$ cat src/rtl/reset_sequencer.sv
// ============================================================================
//  Module   : reset_sequencer
//  Purpose  : Ordered multi-domain reset release. Waits for a stable PLL lock
//             and a debounced reset button before releasing resets in order.
//             Optional lock-loss counter: define RESET_SEQ_LOCK_COUNT_EN.
//  Revision : 1.0 - initial release
// ============================================================================
`default_nettype none

module reset_sequencer #(
    parameter int N_DOMAINS          = 3,
    parameter int SYNC_STAGES        = 2,
    parameter int LOCK_STABLE_CYCLES = 16,
    parameter int STAGE_GAP          = 8,
    parameter int DEBOUNCE_CYCLES    = 48000
) (
    input  logic                 clk_48m,
    input  logic                 rst_in,
    input  logic                 pll_lock,
    input  logic                 ext_rst_n,
    input  logic                 sw_rst_req,
    output logic [N_DOMAINS-1:0] rst_n_out,
    output logic                 ready
`ifdef RESET_SEQ_LOCK_COUNT_EN
    ,
    output logic [7:0]           lock_loss_count
`endif
);

    localparam int c_db_w   = (DEBOUNCE_CYCLES > 1) ? $clog2(DEBOUNCE_CYCLES) : 1;
    localparam int c_stab_w = $clog2(LOCK_STABLE_CYCLES + 1);
    localparam int c_gap_w  = (STAGE_GAP > 1) ? $clog2(STAGE_GAP) : 1;
    localparam int c_idx_w  = (N_DOMAINS > 1) ? $clog2(N_DOMAINS) : 1;

    localparam logic [c_db_w-1:0]   c_db_last   = c_db_w'(DEBOUNCE_CYCLES - 1);
    localparam logic [c_stab_w-1:0] c_stab_last = c_stab_w'(LOCK_STABLE_CYCLES);
    localparam logic [c_gap_w-1:0]  c_gap_last  = c_gap_w'(STAGE_GAP - 1);
    localparam logic [c_idx_w-1:0]  c_idx_last  = c_idx_w'(N_DOMAINS - 1);

    typedef enum logic [1:0] {
        S_WAIT_LOCK = 2'd0,
        S_STABILISE = 2'd1,
        S_RELEASE   = 2'd2,
        S_RUN       = 2'd3
    } state_t;

    logic [SYNC_STAGES-1:0] r_lock_sync;
    logic [SYNC_STAGES-1:0] r_btn_sync;
    logic                   r_btn_db;
    logic [c_db_w-1:0]      r_db_cnt;
    state_t                 r_state;
    logic [c_stab_w-1:0]    r_stab_cnt;
    logic [c_gap_w-1:0]     r_gap_cnt;
    logic [c_idx_w-1:0]     r_idx;
    logic [N_DOMAINS-1:0]   r_rst_n;
    logic                   r_ready;

    logic                   w_lock_s;
    logic                   w_btn_s;
    logic                   w_good;
    logic [c_idx_w-1:0]     w_idx_next;

    assign w_lock_s   = r_lock_sync[SYNC_STAGES-1];
    assign w_btn_s    = r_btn_sync[SYNC_STAGES-1];
    assign w_good     = w_lock_s & r_btn_db;
    assign w_idx_next = r_idx + c_idx_w'(1);
    assign rst_n_out  = r_rst_n;
    assign ready      = r_ready;

    // Cleared synchronisers make lock (and the button) read as inactive after reset.
    always_ff @(posedge clk_48m) begin
        if (rst_in) begin
            r_lock_sync <= '0;
            r_btn_sync  <= '0;
        end else begin
            r_lock_sync <= {r_lock_sync[SYNC_STAGES-2:0], pll_lock};
            r_btn_sync  <= {r_btn_sync[SYNC_STAGES-2:0], ext_rst_n};
        end
    end

    always_ff @(posedge clk_48m) begin
        if (rst_in) begin
            r_btn_db <= 1'b1;
            r_db_cnt <= '0;
        end else if (w_btn_s != r_btn_db) begin
            if (r_db_cnt == c_db_last) begin
                r_btn_db <= w_btn_s;
                r_db_cnt <= '0;
            end else begin
                r_db_cnt <= r_db_cnt + c_db_w'(1);
            end
        end else begin
            r_db_cnt <= '0;
        end
    end

`ifdef RESET_SEQ_LOCK_COUNT_EN
    logic [7:0] r_lock_cnt;
    assign lock_loss_count = r_lock_cnt;
`endif

    always_ff @(posedge clk_48m) begin
        if (rst_in) begin
            r_state    <= S_WAIT_LOCK;
            r_stab_cnt <= '0;
            r_gap_cnt  <= '0;
            r_idx      <= '0;
            r_rst_n    <= '0;
            r_ready    <= 1'b0;
`ifdef RESET_SEQ_LOCK_COUNT_EN
            r_lock_cnt <= '0;
`endif
        end else begin
            case (r_state)
                S_WAIT_LOCK: begin
                    r_rst_n <= '0;
                    r_ready <= 1'b0;
                    if (w_good) begin
                        r_state    <= S_STABILISE;
                        r_stab_cnt <= c_stab_w'(1);
                    end
                end
                default: begin
                    // Abort priority: lock loss, then button, then software request.
                    if (!w_lock_s) begin
                        r_state <= S_WAIT_LOCK;
                        r_rst_n <= '0;
                        r_ready <= 1'b0;
`ifdef RESET_SEQ_LOCK_COUNT_EN
                        if (r_lock_cnt != 8'hFF)
                            r_lock_cnt <= r_lock_cnt + 8'd1;
`endif
                    end else if (!r_btn_db) begin
                        r_state <= S_WAIT_LOCK;
                        r_rst_n <= '0;
                        r_ready <= 1'b0;
                    end else if (sw_rst_req) begin
                        r_state    <= S_STABILISE;
                        r_stab_cnt <= c_stab_w'(1);
                        r_rst_n    <= '0;
                        r_ready    <= 1'b0;
                    end else begin
                        case (r_state)
                            S_STABILISE: begin
                                if (r_stab_cnt == c_stab_last) begin
                                    r_state   <= S_RELEASE;
                                    r_idx     <= '0;
                                    r_gap_cnt <= '0;
                                    r_rst_n   <= N_DOMAINS'(1);
                                    r_ready   <= (N_DOMAINS == 1);
                                end else begin
                                    r_stab_cnt <= r_stab_cnt + c_stab_w'(1);
                                end
                            end
                            S_RELEASE: begin
                                if (r_idx == c_idx_last) begin
                                    r_state <= S_RUN;
                                end else if (r_gap_cnt == c_gap_last) begin
                                    // Released bits are contiguous from bit 0, so shift in a one.
                                    r_idx     <= w_idx_next;
                                    r_gap_cnt <= '0;
                                    r_rst_n   <= N_DOMAINS'({r_rst_n, 1'b1});
                                    r_ready   <= (w_idx_next == c_idx_last);
                                end else begin
                                    r_gap_cnt <= r_gap_cnt + c_gap_w'(1);
                                end
                            end
                            S_RUN: begin
                                r_rst_n <= '1;
                                r_ready <= 1'b1;
                            end
                            default: r_state <= S_WAIT_LOCK;
                        endcase
                    end
                end
            endcase
        end
    end

endmodule

`default_nettype wire

$ cat config.mk
export PLATFORM = sky130hd
export DESIGN_NAME = reset_sequencer
export DESIGN_NICKNAME = d
export VERILOG_FILES = /design/src/rtl/reset_sequencer.sv
export SDC_FILE = /design/constraint.sdc
export NUM_CORES = 1
export LEC_CHECK = 0
export BUFFER_PORTS_ARGS = -buffer_cell sky130_fd_sc_hd__buf_2
export CORE_UTILIZATION = 44
export DETAILED_ROUTE_END_ITERATION = 12
export GPL_TIMING_DRIVEN = 1
export MAX_ROUTING_LAYER = met4
export PLACE_DENSITY = 0.61
export SLEW_MARGIN = 5
export SYNTH_ARGS = -nofsm -noshare
export SYNTH_HDL_FRONTEND = slang
export SYNTH_SLANG_ARGS = --single-unit
$ cat constraint.sdc
create_clock -name clk_48m -period 2.1 [get_ports clk_48m]
set_input_delay 0.315 -clock clk_48m [delete_from_list [all_inputs] [get_ports clk_48m]]
set_output_delay 0.315 -clock clk_48m [all_outputs]
set_load 0.05 [all_outputs]
==> summary.md <==
| Metric | Value |
|---|---|
| Final setup margin | `about 0.24 ns` |
| Worst min-delay path class | `in2reg` |
| Max Cap Viol | `0` |
| Routability cong. | `0.888` |
| Yosys top cell area share | `0.411` |
| Status | `finished clean` |
| Pwr Density | `~650 nW/um^2` |
| Initial antenna violation count | `0` |
| Drt via density | `5.42` |
| Slew @ Worst Pin | `between 0.4 and 0.5 ns` |
| Setup Crit Path Kind | `reg2reg` |
| Skew final | `approximately 0.0038 ns` |
| Worst r2r path cells | `6` |
| Synth area leaders | `dfxtp_1 (41%), ha_1 (9.0%), xnor2_1 (6.8%), nor2_1 (6.0%), a21oi_1 (3.3%)` |
| Power Total | `~1.3 mW` |
| # Post-CTS Setup Buffers | `0` |
| Post-synth top area cell | `dfxtp_1` |
| Flop-to-flop setup slack | `0.24 ns` |
| CP Max Fanout | `6` |
| Placed cells | `~260` |
| Hold endpoint | `r_btn_sync[0]$_SDFF_PP0_` |
| DP Area | `around 1900 um^2` |
| Worst-Skew Late Latency | `~0.29 ns` |
| Post-synth EDFFs | `0` |
| Critical R2R Launch | `r_state[0]$_SDFFE_PP0P_` |
| Final slew viol count | `0` |
| Tcrit/Tclk final | `0.885` |
| Die Wd | `66.0 um` |
| Final min period | `1.86 ns` |
| Sequential area share after synthesis | `0.411` |
| First-pass GRT wire length | `~5900 um` |
| CORE AREA | `approximately 3800 um^2` |
| Syn nets | `219` |
| Cell area after layout | `slightly below 2000 um^2` |
| TritonRoute pass-1 iters | `4` |
| CTS tree | `done` |
| Critical Path Source | `r_state[0]$_SDFFE_PP0P_` |
| GRT Overall Usage | `0.185` |
| Clock slew at reported path FFs | `approximately 0.07 ns` |
| Cell row count | `22` |
| TNS Setup | `0 ns` |
| Final net count | `between 200 and 250` |
| Share of cells above drive strength 1 | `0.0972` |
| Placement-stage worst setup slack | `around 0.26 ns` |
| Final HPWL DP | `2340 um` |
| Hold buffer count at cts | `0` |
| Largest net degree at the start of global routing | `17` |
| RSZ-0062 raised after global routing | `no` |
| Leak pwr | `roughly 0.7 nW` |
| Post_cts resized | `0` |
| Rel. slew slack | `0.721` |
| Reg-to-reg endpoint | `r_idx[1]$_SDFFE_PP0P_` |
| Die Footprint | `between 4000 and 5000 um^2` |
| Synth cell types | `38` |
| IO buf count | `8` |
| Critical Path, Cell by Cell | `inv_1 -> ha_1 -> and4bb_2 -> o2111ai_1 -> o211ai_1 -> o31ai_1` |
| Peak Freq | `between 0.5 and 0.6 GHz` |
| Starting Density | `0.474` |
| GRT Residual Overflow | `0` |
| Post-Route WL | `about 3300 um` |
| FILL cells | `365` |
| WL/cell | `12.3 um` |
| I/O pins | `9` |
| Worst setup SP type | `flip-flop` |
| Required time worst endpoint | `approximately 2.3 ns` |
| Post-synth ARST share | `0` |
| Max clock buf depth | `2` |
| DRC violations left | `0` |
| Worst VDD drop | `366 uV` |
| Vias in the first global route | `1364` |
| Synth warnings | `0` |
| Post-layout instance count excluding filler cells | `between 200 and 300` |
| CP endpoint kind | `flip-flop` |
| Post-route ant nets | `0` |
| Die Ht | `between 60 and 70 um` |
| CTS sink count | `37` |
| Inserted Diodes | `0` |
| Synth Flop Type | `dfxtp_1` |
| Seq cells post-synth | `37` |
| Area growth syn-to-layout | `10.1%` |
| WP data arrival | `roughly 2.0 ns` |
| Critical path's slowest cell | `dfxtp_1` |
| Setup violators final | `0` |
| DRT iter0 DRCs | `67` |
| Hold path depth | `2` |
| H-tree level count | `2` |
| Mapped Cells | `between 200 and 250` |
| Syn avg cell area | `between 8 and 9 um^2` |
| Root Buffer | `clkbuf_8` |
| Slowest stage delay, CP | `0.41 ns` |
| Hold_sp | `ext_rst_n` |
| Hold Fails Final Rpt | `0` |
| CTS buffer count | `5` |
| Vias post-DR | `1430` |
| Cell area after synthesis | `~1800 um^2` |
-- flip-flops by register name (all words and copies together) (netlist names) --
| register | count |
|---|---|
| r_db_cnt | 16 |
| r_stab_cnt | 5 |
| r_gap_cnt | 3 |
| rst_n_out | 3 |
| r_btn_sync | 2 |
| r_idx | 2 |
| r_lock_sync | 2 |
| r_state | 2 |
| r_btn_db | 1 |
| ready | 1 |
-- synth_stat cells (3+ instances only) --
cell type / n
nor3_1: 7
ha_1: 13
o31ai_1: 3
a211oi_1: 4
nand2_1: 13
a21oi_1: 12
nand4b_1: 3
inv_1: 13
nor4_1: 4
nor2b_1: 6
xnor2_1: 14
dfxtp_1: 37
nor2_1: 29
nand4_1: 3
nand3_1: 8
-- layout by cell type, fill, tap and decap left out, types with 3 or more instances in the layout --
cell type | Yosys | routed
dfxtp_1 | 37 | 37
nor2_1 | 29 | 29
xnor2_1 | 14 | 14
inv_1 | 13 | 13
nand2_1 | 13 | 13
ha_1 | 13 | 13
a21oi_1 | 12 | 12
nand3_1 | 8 | 8
buf_2 | 0 | 8
nor3_1 | 7 | 7
nor2b_1 | 6 | 6
clkbuf_8 | 0 | 5
a211oi_1 | 4 | 4
nor4_1 | 4 | 4
nand4_1 | 3 | 3
o31ai_1 | 3 | 3
nand4b_1 | 3 | 3
-- how the worst max path moves through the flow --
stage | to | cells after the start
3_5_place_dp | r_db_cnt[14]$_SDFF_PP0_ | 5
2_1_floorplan | rst_n_out[1]$_SDFFE_PP0P_ | 6
6_report | r_idx[1]$_SDFFE_PP0P_ | 6
4_1_cts | r_db_cnt[14]$_SDFF_PP0_ | 5
3_3_place_gp | r_idx[1]$_SDFFE_PP0P_ | 6
5_1_grt | r_idx[1]$_SDFFE_PP0P_ | 6
-- routing by layer --
layer,up-vias,share of wire,GRT usage
li1,734,-,-
met1,661,0.46,0.202
met2,28,0.49,0.306
met3,7,0.033,0.0621
met4,0,0.016,0.0798
met5,-,0,-
-- stage by stage --
stage | util | hold WS, ns
2_1_floorplan | - | 0.387
3_3_place_gp | 0.500 | 0.431
3_5_place_dp | 0.500 | 0.435
4_1_cts | 0.522 | 0.225
5_1_grt | 0.522 | 0.230
6_report | 0.522 | 0.235
-- logic make-up after synthesis --
family          share of synthesized area
buf+inv                            0.0354
flops                               0.411
xor+xnor                           0.0778
simple gates                        0.254
fa+ha+maj                          0.0903
compound gates                      0.131
-- final cells by class --
cell class              count  area [um^2]  area share
clock buffers               6         72.6      0.0366
clock inverters             2         10.0     0.00505
inverters                  13         48.8      0.0246
multi-input cells         148          996       0.502
flip-flops and latches     37          741       0.374
well taps                  48         60.1      0.0303
repair buffers             10         55.1      0.0278
-- critical path: cells and delay by family, from the launching register on --
kind                       cells  cell delay, ns
AOI/OAI and AO/OA              3            0.57
DFF                            1            0.41
and+or+nand+nor                1            0.38
buffers and inverters          1            0.11
adders and majority gates      1            0.27
-- power by group --
group          switching, mW  internal, mW  total [mW]
clock                  0.246         0.230       0.476
sequential            0.0102         0.714       0.724
combinational         0.0561        0.0362      0.0923
total                  0.313         0.980        1.29
Note: power is estimated with default switching activity, not from simulation.
